--- src/rtl/divider_32b_pkg.sv ---
// Shared constants, FSM encoding and two's-complement helpers for the 32-bit
// sequential restoring divider.
`ifndef DIVIDER_32B_PKG_SV
`define DIVIDER_32B_PKG_SV
package divider_32b_pkg;

  localparam int W     = 32;
  localparam int ITERS = 32;
  localparam int CNT_W = 6;

  typedef enum logic [1:0] {
    S_IDLE = 2'd0,
    S_CALC = 2'd1,
    S_FIX  = 2'd2,
    S_DONE = 2'd3
  } state_t;

  // The single negate used by both operand magnitude and result sign fix-up.
  function automatic logic [W-1:0] cond_neg(input logic [W-1:0] x, input logic n);
    return n ? (~x + W'(1)) : x;
  endfunction

endpackage
`endif

--- src/rtl/divider_32b_if.sv ---
// Request/result bundle for divider_32b; clock and reset stay outside.
interface divider_32b_if;
  logic        start;
  logic        Signed;
  logic [31:0] A;
  logic [31:0] B;
  logic [31:0] Q;
  logic [31:0] R;
  logic        busy;
  logic        done;
  logic        DZ;

  modport slave  (input  start, Signed, A, B,
                  output Q, R, busy, done, DZ);
  modport master (output start, Signed, A, B,
                  input  Q, R, busy, done, DZ);
endinterface

--- src/rtl/divider_32b_sub_33b.sv ---
// 33-bit trial subtractor for one restoring-division step; borrow means the
// divisor did not fit.
module sub_33b (
  input  logic [32:0] a_i,
  input  logic [32:0] b_i,
  output logic [32:0] diff_o,
  output logic        borrow_o
);
  logic [33:0] full;

  assign full     = {1'b0, a_i} - {1'b0, b_i};
  assign diff_o   = full[32:0];
  assign borrow_o = full[33];
endmodule

--- src/rtl/divider_32b.sv ---
// 32-bit signed/unsigned restoring divider: one quotient bit per cycle,
// sign fix-up in a separate state, divide-by-zero short-circuited to DONE.
module divider_32b
  import divider_32b_pkg::*;
(
  input  logic clk,
  input  logic rst,
  divider_32b_if.slave bus
);

  state_t           state_q;
  logic [CNT_W-1:0] cnt_q;
  logic [W-1:0]     rem_q, dvd_q, dsr_q;
  logic             qneg_q, rneg_q;
  logic [W-1:0]     q_q, r_q;
  logic             busy_q, done_q, dz_q;

  logic [W:0]   trial, diff;
  logic         borrow;
  logic [W-1:0] rem_d, dvd_d;
  logic         a_neg, b_neg;
  logic         last_iter;
  logic         unused_diff_msb;

  // Remainder is always < divisor, so the shifted trial fits in 33 bits and
  // a successful difference fits back into 32.
  assign trial = {rem_q, dvd_q[W-1]};

  sub_33b u_sub (
    .a_i     (trial),
    .b_i     ({1'b0, dsr_q}),
    .diff_o  (diff),
    .borrow_o(borrow)
  );

  assign unused_diff_msb = diff[W];
  assign rem_d     = borrow ? trial[W-1:0] : diff[W-1:0];
  assign dvd_d     = {dvd_q[W-2:0], ~borrow};
  assign a_neg     = bus.Signed & bus.A[W-1];
  assign b_neg     = bus.Signed & bus.B[W-1];
  assign last_iter = (cnt_q == CNT_W'(ITERS - 1));

  always_ff @(posedge clk or posedge rst) begin
    if (rst) begin
      state_q <= S_IDLE;
      cnt_q   <= '0;
      rem_q   <= '0;
      dvd_q   <= '0;
      dsr_q   <= '0;
      qneg_q  <= 1'b0;
      rneg_q  <= 1'b0;
      q_q     <= '0;
      r_q     <= '0;
      busy_q  <= 1'b0;
      done_q  <= 1'b0;
      dz_q    <= 1'b0;
    end else begin
      case (state_q)
        S_IDLE: begin
          if (bus.start) begin
            dvd_q  <= cond_neg(bus.A, a_neg);
            dsr_q  <= cond_neg(bus.B, b_neg);
            rem_q  <= '0;
            cnt_q  <= '0;
            qneg_q <= a_neg ^ b_neg;
            rneg_q <= a_neg;
            busy_q <= 1'b1;
            if (bus.B == '0) begin
              q_q     <= '1;
              r_q     <= bus.A;
              dz_q    <= 1'b1;
              done_q  <= 1'b1;
              state_q <= S_DONE;
            end else begin
              state_q <= S_CALC;
            end
          end
        end
        S_CALC: begin
          rem_q <= rem_d;
          dvd_q <= dvd_d;
          if (last_iter) begin
            cnt_q   <= '0;
            state_q <= S_FIX;
          end else begin
            cnt_q <= cnt_q + CNT_W'(1);
          end
        end
        S_FIX: begin
          // Most-negative / -1 wraps naturally: magnitude 2^31 stays 2^31.
          q_q     <= cond_neg(dvd_q, qneg_q);
          r_q     <= cond_neg(rem_q, rneg_q);
          dz_q    <= 1'b0;
          done_q  <= 1'b1;
          state_q <= S_DONE;
        end
        S_DONE: begin
          done_q  <= 1'b0;
          busy_q  <= 1'b0;
          state_q <= S_IDLE;
        end
        default: begin
          done_q  <= 1'b0;
          busy_q  <= 1'b0;
          state_q <= S_IDLE;
        end
      endcase
    end
  end

  assign bus.Q    = q_q;
  assign bus.R    = r_q;
  assign bus.busy = busy_q;
  assign bus.done = done_q;
  assign bus.DZ   = dz_q;

endmodule
--- src/flat_wrapper.sv ---
// flat-port wrapper written by rule: the top's interface ports become plain ports
module divider_32b_flat import divider_32b_pkg::*;
  (clk, rst, bus_start, bus_Signed, bus_A, bus_B, bus_Q, bus_R, bus_busy, bus_done, bus_DZ);
  divider_32b_if bus_i ();
  input  logic clk;
  input  logic rst;
  input wire logic [$bits(bus_i.start)-1:0] bus_start;
  input wire logic [$bits(bus_i.Signed)-1:0] bus_Signed;
  input wire logic [$bits(bus_i.A)-1:0] bus_A;
  input wire logic [$bits(bus_i.B)-1:0] bus_B;
  output wire logic [$bits(bus_i.Q)-1:0] bus_Q;
  output wire logic [$bits(bus_i.R)-1:0] bus_R;
  output wire logic [$bits(bus_i.busy)-1:0] bus_busy;
  output wire logic [$bits(bus_i.done)-1:0] bus_done;
  output wire logic [$bits(bus_i.DZ)-1:0] bus_DZ;
  assign bus_i.start = bus_start;
  assign bus_i.Signed = bus_Signed;
  assign bus_i.A = bus_A;
  assign bus_i.B = bus_B;
  assign bus_Q = bus_i.Q;
  assign bus_R = bus_i.R;
  assign bus_busy = bus_i.busy;
  assign bus_done = bus_i.done;
  assign bus_DZ = bus_i.DZ;
  divider_32b u_core (.clk(clk), .rst(rst), .bus(bus_i));
endmodule
--- config.mk ---
export PLATFORM = sky130hd
export DESIGN_NAME = divider_32b_flat
export DESIGN_NICKNAME = d
export VERILOG_FILES = /design/src/rtl/divider_32b_pkg.sv /design/src/rtl/divider_32b_if.sv /design/src/rtl/divider_32b_sub_33b.sv /design/src/rtl/divider_32b.sv /design/src/flat_wrapper.sv
export SDC_FILE = /design/constraint.sdc
export NUM_CORES = 1
export LEC_CHECK = 0
export ABC_AREA = 1
export ABC_CLOCK_PERIOD_IN_PS = 17600
export CAP_MARGIN = 20
export CORE_ASPECT_RATIO = 0.5
export CORE_MARGIN = 2
export CORE_UTILIZATION = 35
export CTS_CLUSTER_DIAMETER = 40
export DETAILED_ROUTE_END_ITERATION = 10
export GPL_ROUTABILITY_DRIVEN = 0
export PLACE_DENSITY_LB_ADDON = 0.3
export SYNTH_ARGS = -nofsm -noshare
export SYNTH_HDL_FRONTEND = slang
export SYNTH_HIERARCHICAL = 1
export SYNTH_SLANG_ARGS = --single-unit
export TNS_END_PERCENT = 1
--- constraint.sdc ---
create_clock -name clk -period 17.6 [get_ports clk]
set_input_delay 5.28 -clock clk [delete_from_list [all_inputs] [get_ports clk]]
set_output_delay 5.28 -clock clk [all_outputs]
set_load 0.01 [all_outputs]
==> impl_results.md, run 1 <==
- PortBufs: around 130
- Unrepaired setup endpoints after global routing: false
- Worst-skew pair later-pin latency: around 450 ps
- WS Path Type: input port to flip-flop
- Initial antenna violation count: 0
- Die Height: roughly 150 µm
- Core ar.: 39100 µm²
- Finish-stage setup viols: 0
- Reg2Reg Launch Point: u_core/state_q[0]$_DFFE_PP0P_
- Pre-Repair DR Iteration Count: 8
- Post-DRT Antenna Nets: 0
- Final routed DRC violation total: 0
- Row Count: just over 50
- Final Non-Filler Cells: ~3000
- Worst reg2reg path depth: 10
- Worst hold start: u_core/dsr_q[28]$_DFFE_PP0P_
- Skew final: 17.9 ps
- Routed wire per std cell: around 15 µm
- Crit path from: bus_start
- YS warnings: 6
- Fin area: roughly 16000 µm²
- Share of cells above drive strength 1: 0.0282
- R2r endpoint: u_core/bus.done$_DFFE_PP0P_
- Clk Tree Root Cell: clkbuf_16
- Number of global-route vias before repair: between 10000 and 15000
- Area Overhead vs Synth: 17.4%
- Register-to-register setup slack: 13860 ps
- Peak VDD IR: around 0.088 mV
- DRT iter0 DRCs: 1438
- Slew HR: 0.353
- # hold bufs at CTS: 0
- Final worst path period need: ~8200 ps
- Slew @ Worst Pin: between 900 and 1000 ps
- WL final: ~44 mm
- Via count: ~15000
- Detailed Place HPWL: 34.7 mm
- CTS clk-pin slew, worst paths: around 70 ps
- Critical Path Source Type: input port
- CTS max path bufs: 2
- Total gr overflow: 0
- Max Clk Rate: 122 MHz
- Starting density of the core: 0.356
- # resized after CTS: 0
- P per Cell Area: 196 nW/µm²
- Chip Width: between 200 and 300 µm
- Antenna Cells: 0
- WHS Endpoint: u_core/dsr_q[28]$_DFFE_PP0P_
- Crit path max fanout: a little under 80
- Worst-path cell chain: clkdlybuf4s50_1 -> nand2_1 -> buf_4 -> inv_1 -> nand3_4 -> buf_4 -> nand2_4 -> o21ai_0 -> nand2_1
- Critical path arrival: 8540 ps
- Fin. max-slew vios: 0
- Outcome: finished, final reports clean
- Post-CTS Setup Inserts: 0
- Max-cap violations: 0
- I/O Pins: roughly 140
- Syn Std Cell Area: 13900 µm²
- Leak pwr: roughly 0.0084 µW
- CP peak stage delay: around 570 ps
- Total CTS buffers: 17
- Layout net count: ~2500
- H-tree Lvls: 4
- Largest net degree at the start of global routing: ~110
- Setup TNS: 0 ps
- Crit. End Element: flip-flop
- Placed insts: roughly 2900
- CP max stage cell: nand2_4
- TritonCTS clock tree: built
- Hold path depth: 2
- DP Area: 15700 µm²
- Req. time, crit path: 17930 ps
- DIE AREA: 41500 µm²
- First-pass GRT wire length: between 70 and 80 mm
- Crit share post-route: 0.466
- Num Clock Sinks: approximately 170
- Mapped Avg Cell Area: between 6 and 7 µm²
- Fin. Hold Viols: 0
- Hold Crit Class: flip-flop to flip-flop
- Synth Instances: around 2300
- GRT Overall Usage: 0.215
- Via-to-Cell Ratio: just under 5
- Synth Net Count: about 2400
-- registers in the layout (all words and copies together) (netlist names) --
register and cells:
u_core/bus.DZ 1, u_core/bus.Q 32, u_core/bus.R 32, u_core/bus.busy 1, u_core/bus.done 1, u_core/cnt_q 6, u_core/dsr_q 32, u_core/dvd_q 32
u_core/qneg_q 1, u_core/rem_q 32, u_core/rneg_q 1, u_core/state_q 2
-- cells in the final DEF, fill, tap and decap left out, types with 2 or more instances in the layout --
master / n
o21ai_1: 2
nand2_1: 793
bufinv_16: 3
clkbuf_16: 17
o21ai_0: 130
or2_2: 5
or2_1: 2
clkinv_2: 2
dfrtp_1: 173
clkinvlp_4: 3
xnor2_1: 6
nand4_1: 18
inv_1: 313
ha_1: 42
a21oi_1: 103
clkdlybuf4s50_1: 134
buf_4: 13
o21bai_1: 2
o22ai_1: 36
nor2_1: 272
and2_1: 4
inv_6: 3
nand3b_1: 3
o211ai_1: 7
nand2_2: 8
xor2_1: 31
nand3_1: 252
nor2_2: 2
nor3_1: 10
a22oi_1: 9
-- critical path: cells and delay by family --
family,cells,cell delay (ps)
compound gates,1,340
simple gates,4,900
buf+inv,4,1860
-- metal layers --
layer / share of wire / vias to the layer above / wire (µm) / GRT usage
met5: 0 / - / 0 / 0
met4: 0.024 / 0 / 1070 / 0.0644
met3: 0.054 / 55 / 2400 / 0.0316
met2: 0.45 / 397 / 20100 / 0.342
met1: 0.47 / 6686 / 20900 / 0.301
li1: - / 7495 / - / -
-- where the power goes --
part           internal [µW]  switching, µW  total [µW]
combinational            722           1310        2030
sequential               582            182         764
clock                    228            168         395
-- area by class of cell --
type | instances | area [µm²]
timing repair buffer | 148 | 1450
sequential | 173 | 4330
multi-input combinational | 1748 | 8100
clock inverter | 12 | 160
fill | 4176 | 22700
clock buffer | 19 | 443
tap | 530 | 663
inverter | 315 | 1190
-- metrics by stage --
step	utilization	hold WS, ps	worst slack, ps	power, µW
floorplan	-	449	7630	2150
global placement	0.402	465	9030	2770
detailed placement	0.403	468	9010	2790
CTS	0.418	486	9490	3190
global route	0.418	509	9110	3520
finish	0.418	483	9390	3190
-- how the worst max path moves through the flow --
| stage | end | slack (ps) | depth (start not counted) |
|---|---|---|---|
| floorplan | u_core/bus.DZ$_DFFE_PP0P_ | 7630 | 1 |
| global placement | u_core/bus.done$_DFFE_PP0P_ | 9030 | 9 |
| detailed placement | u_core/bus.done$_DFFE_PP0P_ | 9010 | 9 |
| CTS | u_core/bus.done$_DFFE_PP0P_ | 9490 | 9 |
| global route | u_core/bus.done$_DFFE_PP0P_ | 9110 | 9 |
| finish | u_core/bus.done$_DFFE_PP0P_ | 9390 | 9 |
Power figures use the tool's default switching activity.
==> inputs of run 2 (changes only) <==
Settings changed: ABC_CLOCK_PERIOD_IN_PS 17600 to 8150.
Clock period 17.6 ns to 8.15 ns, I/O delays scaled along.
==> run 2 against run 1 <==
  * Routed wire length is 1.8% higher
  * Critical path depth is 1 lower
  * Total power grew 120%
  * Clock skew down 4.4 ps
  * Utilization hardly changed
  * Via count up 0.76%
  * Non-clock buffer count is the same
  * Clock power up 110%
  * Largest power group unchanged
  * First-iteration DRC count up 3.6%
  * Die area did not move
  * Setup slack got worse by 6100 ps
  * Largest cell class unchanged
==> impl_results.md, run 2 (synthesis results as in run 1) <==
- First-pass GRT wire length: ~73 mm
- Max Clk Rate: 205 MHz
- Peak VDD IR: approximately 0.20 mV
- Hold Crit Class: flip-flop to flip-flop
- # resized after CTS: 0
- Finish-stage setup viols: 0
- Reg area: 4330 µm²
- Worst-skew pair later-pin latency: around 450 ps
- Outcome: finished, final reports clean
- Final routed DRC violation total: 0
- DIE AREA: between 40000 and 50000 µm²
- Via-to-Cell Ratio: ~5.0
- Fin. Hold Viols: 0
- Via count: between 10000 and 15000
- TritonCTS clock tree: built
- Commonest non-fill, non-tap cell in the layout: nand2_1
- Share of cells above drive strength 1: 0.0277
- Post-CTS Setup Inserts: 0
- Int Pwr: 3300 µW
- Antenna Cells: 0
- Routed wire per std cell: approximately 15 µm
- # hold bufs at CTS: 0
- Crit. End Element: flip-flop
- Leak pwr: between 0.008 and 0.009 µW
- Largest net degree at the start of global routing: 93
- Detailed Place HPWL: 35.5 mm
- Req. time, crit path: 8540 ps
- Row Count: 51
- Psw: between 3000 and 4000 µW
- Hold path depth: 2
- Post-DRT Antenna Nets: 0
- Die Height: 145 µm
- Pre-Repair DR Iteration Count: 6
- GRT Overall Usage: 0.221
- Crit path from: bus_start
- Final core occ: 0.418
- WHS Endpoint: u_core/dsr_q[20]$_DFFE_PP0P_
- Seq pwr share: 0.239
- Total CTS buffers: 17
- FILL cells: about 4200
- R2r endpoint: u_core/bus.Q[23]$_DFFE_PP0P_
- CTS clk-pin slew, worst paths: around 70 ps
- Starting density of the core: 0.356
- Critical Path Source Type: input port
- Clk Tree Root Cell: clkbuf_16
- Crit share post-route: 0.600
- Total gr overflow: 0
- Register-to-register setup slack: 4870 ps
- PortBufs: 134
- P per Cell Area: approximately 420 nW/µm²
- CTS max path bufs: 2
- Power share of the clock group: 0.122
- DRT iter0 DRCs: between 1000 and 1500
- Slew @ Worst Pin: about 900 ps
- Initial antenna violation count: 0
- Comb power frac: 0.639
- WS Path Type: input port to flip-flop
- Setup TNS: 0 ps
- Critical path arrival: ~5300 ps
- Slew HR: 0.398
- Max-cap violations: 0
- Reg2Reg Launch Point: u_core/state_q[0]$_DFFE_PP0P_
- Worst reg2reg path depth: 9
- H-tree Lvls: 4
- Unrepaired setup endpoints after global routing: false
- Core ar.: between 30000 and 40000 µm²
- Area of the multi-input gates: 8100 µm²
- Switching Fraction: 0.524
- Final worst path period need: roughly 4900 ps
- Chip Width: 286 µm
- Number of global-route vias before repair: 13800
- Num Clock Sinks: 173
- Area Overhead vs Synth: 17.4%
- Fin. max-slew vios: 0
- Worst hold start: u_core/dsr_q[20]$_DFFE_PP0P_
- Skew final: between 10 and 15 ps
- Layout net count: approximately 2500
- Most frequent cells in the layout: nand2_1 (793), inv_1 (313), nor2_1 (272)
- I/O Pins: ~140
- WL final: between 40 and 50 mm
- Crit path max fanout: 77
==> run 2: cell count changes in the layout (fill, tap and decap cells not counted) <==
cell       delta
bufinv_16     -1
clkbuf_1      +1
clkbuf_8      +1
clkinv_2      -2
inv_6         +1
buf_8         -1
buf_16        +1
==> run 2: worst max-delay path, stage by stage <==
cell             delay, ps
clkdlybuf4s50_1        510
nand2_1                 70
buf_4                  290
inv_1                  650
nand3_4                310
nand2_4                650
o21ai_0                230
nand2_1                100
==> run 2: worst max path at each step <==
stage                                        end  slack [ps]  depth (start not counted)
floorplan              u_core/bus.DZ$_DFFE_PP0P_        1020                          1
CTS                 u_core/bus.Q[23]$_DFFE_PP0P_        3270                          8
global placement    u_core/bus.Q[23]$_DFFE_PP0P_        2870                          8
detailed placement  u_core/bus.Q[23]$_DFFE_PP0P_        2780                          8
finish              u_core/bus.Q[23]$_DFFE_PP0P_        3260                          8
global route        u_core/bus.Q[13]$_DFFE_PP0P_        2950                          8
==> run 2: cell type report <==
type / instances / area share
Clock buffer: 21 / 0.0282
Multi-Input combinational cell: 1748 / 0.496
Inverter: 315 / 0.0727
Clock inverter: 10 / 0.00789
Sequential cell: 173 / 0.265
Timing Repair Buffer: 148 / 0.0898
Tap cell: 530 / 0.0406
==> run 2: power by group through the flow <==
stage	logic [µW]	clock network (µW)	registers (µW)
CTS	4400	858	1650
global route	5040	895	1700
finish	4420	842	1660
detailed placement	4380	0	1660
floorplan	3060	0	1580
global placement	4310	0	1660
==> run 2: routing by layer <==
metal,share of wire,up-vias,global-route usage
met2,0.44,413,0.345
li1,-,7517,-
met1,0.47,6738,0.309
met3,0.054,76,0.0294
met5,0,-,0
met4,0.034,0,0.0827
==> run 2: per-stage QoR <==
step	cells	hold slack, ps	total power, µW	setup WS (ps)	instance area, µm²
global route	2945	499	7630	2950	16300
detailed placement	2914	467	6040	2780	15700
finish	2945	480	6920	3260	16300
floorplan	2314	449	4640	1020	13900
global placement	2913	464	5970	2870	15700
CTS	2945	485	6910	3270	16300
==> inputs of run 3 (changes only) <==
Settings changed: ABC_CLOCK_PERIOD_IN_PS 8150 to 4750.
Clock period 8.15 ns to 4.75 ns, I/O delays scaled along.
==> run 3 against run 2 <==
  * Non-clock buffer count rose by 3
  * Routed wire length rose by 1.1%
  * First-iteration DRC count barely moved
  * Clock skew grew 3.5 ps
  * Clock-buffer cell count fell by 3
  * Sequential power increased by 70%
  * Setup slack worse by 2300 ps
  * Sequential share of layout area shrank 0.083 points
  * Combinational power is 72% higher
  * Critical path type unchanged
  * Highest routed layer unchanged
==> impl_results.md, run 3 (synthesis results as in run 1) <==
- Starting density of the core: 0.356
- Routed wire per std cell: 15.5 µm
- Crit path max fanout: 30
- Final routed DRC violation total: 0
- Die Height: roughly 150 µm
- Most frequent CP cell: nand2_1
- Int Pwr: 5690 µW
- # hold bufs at CTS: 0
- Comb power frac: 0.635
- Worst-skew pair later-pin latency: roughly 460 ps
- Register-to-register setup slack: about 1800 ps
- Fin. max-slew vios: 0
- Detailed Place HPWL: 35.4 mm
- Total CTS buffers: 17
- Critical path arrival: 4150 ps
- R2r endpoint: u_core/dvd_q[0]$_DFFE_PP0P_
- CTS clk-pin slew, worst paths: 70 ps
- H-tree Lvls: 4
- Largest net degree at the start of global routing: around 110
- Row Count: 51
- FILL cells: between 4000 and 5000
- Peak VDD IR: approximately 0.42 mV
- Leak pwr: 0.00845 µW
- Crit share post-route: 0.806
- Commonest non-fill, non-tap cell in the layout: nand2_1
- DRT iter0 DRCs: between 1000 and 1500
- Tot Pwr: between 10000 and 15000 µW
- First-pass GRT wire length: 72.9 mm
- Slew HR: 0.342
- CTS max path bufs: 2
- WL final: 45.8 mm
- DP Area: between 15000 and 20000 µm²
- Psw: around 6300 µW
- CP peak stage delay: ~800 ps
- Share of cells above drive strength 1: 0.0298
- Unrepaired setup endpoints after global routing: false
- Pre-Repair DR Iteration Count: 6
- Reg area: approximately 4300 µm²
- Post-DRT Antenna Nets: 0
- Fin. Hold Viols: 0
- Final worst path period need: roughly 3800 ps
- P per Cell Area: approximately 730 nW/µm²
- I/O Pins: around 140
- Area Overhead vs Synth: 17.7%
- Slew @ Worst Pin: 985 ps
- Total gr overflow: 0
- Via-to-Cell Ratio: 5.02
- Clk Tree Root Cell: clkbuf_16
- Hold Crit Class: flip-flop to flip-flop
- Switching Fraction: 0.525
- Number of global-route vias before repair: between 10000 and 15000
- # resized after CTS: 0
- Hold path depth: 2
- Power share of the clock group: 0.129
- TritonCTS clock tree: built
- Chip Width: ~290 µm
- Via count: roughly 15000
- Finish-stage setup viols: 0
- Num Clock Sinks: 173
- Outcome: finished, final reports clean
- Post-CTS Setup Inserts: 0
- Worst-path cell chain: clkdlybuf4s50_1 -> nand2_1 -> inv_1 -> nand2_1 -> xor2_1 -> o21ai_0
- Initial antenna violation count: 0
- DIE AREA: 41500 µm²
- Skew final: about 17 ps
- Worst hold start: u_core/dsr_q[27]$_DFFE_PP0P_
- GRT Overall Usage: 0.220
- Fin area: between 15000 and 20000 µm²
- PortBufs: ~130
- Worst reg2reg path depth: 15
- Max-cap violations: 0
- Core ar.: 39100 µm²
- WS Path Type: input port to flip-flop
- Most frequent cells in the layout: nand2_1 (793), inv_1 (313), nor2_1 (272)
- Setup TNS: 0 ps
- Reg2Reg Launch Point: u_core/dsr_q[3]$_DFFE_PP0P_
- Critical Path Source Type: input port
- Crit. End Element: flip-flop
- CP max stage cell: inv_1
- Seq pwr share: 0.236
- Layout net count: approximately 2500
- Max Clk Rate: roughly 260 MHz
- Req. time, crit path: slightly above 5000 ps
- WHS Endpoint: u_core/dsr_q[27]$_DFFE_PP0P_
- Antenna Cells: 0
- Area of the multi-input gates: around 8100 µm²
run 3: cell types whose count changed in the layout (fill, tap and decap cells not counted), sizes merged:
cell      delta
buf          +3
bufinv       +1
clkbuf       -3
clkinv       +2
clkinvlp     -1
inv          +2
run 3: routing by layer:
| metal | vias up | track usage | part of all wire |
|---|---|---|---|
| li1 | 7521 | - | - |
| met1 | 6819 | 0.310 | 0.47 |
| met2 | 410 | 0.349 | 0.45 |
| met3 | 63 | 0.0302 | 0.057 |
| met4 | 0 | 0.0681 | 0.025 |
| met5 | - | 0 | 0 |
run 3: final cells by class:
class                           instances  area share
Timing Repair Buffer                  151      0.0904
Clock buffer                           18      0.0262
Tap cell                              530      0.0405
Multi-Input combinational cell       1748       0.494
Inverter                              315      0.0724
Sequential cell                       173       0.264
Clock inverter                         14      0.0121
run 3: worst max-delay path by stage:
stage,from,end,slack (ps)
3_3_place_gp,bus_Signed,u_core/dsr_q[14]$_DFFE_PP0P_,490
3_5_place_dp,bus_Signed,u_core/dsr_q[14]$_DFFE_PP0P_,510
2_1_floorplan,rst,u_core/bus.DZ$_DFFE_PP0P_,1110
6_report,bus_Signed,u_core/dsr_q[14]$_DFFE_PP0P_,920
4_1_cts,bus_Signed,u_core/dsr_q[14]$_DFFE_PP0P_,990
5_1_grt,bus_Signed,u_core/dsr_q[14]$_DFFE_PP0P_,780
run 3: stage by stage:
stage / setup slack (ps) / hold slack [ps] / cells / util
4_1_cts: 991 / 488 / 2949 / 0.420
2_1_floorplan: 1110 / 449 / 2314 / -
5_1_grt: 778 / 499 / 2949 / 0.420
3_3_place_gp: 494 / 463 / 2917 / 0.403
6_report: 923 / 484 / 2949 / 0.420
3_5_place_dp: 508 / 469 / 2917 / 0.403
run 3: power groups by stage:
stage	combinational [µW]	clock, µW	sequential [µW]
2_1_floorplan	5250	0	2710
3_3_place_gp	7430	0	2840
3_5_place_dp	7520	0	2850
4_1_cts	7540	1570	2830
5_1_grt	8590	1620	2910
6_report	7600	1540	2830
run 3: worst max-delay path, delay by kind of cell:
kind | cells | cell delay [ps]
and+or+nand+nor | 2 | 790
AOI/OAI and AO/OA | 1 | 100
xor gates and xnor gates | 1 | 300
buffers and inverters | 2 | 1510
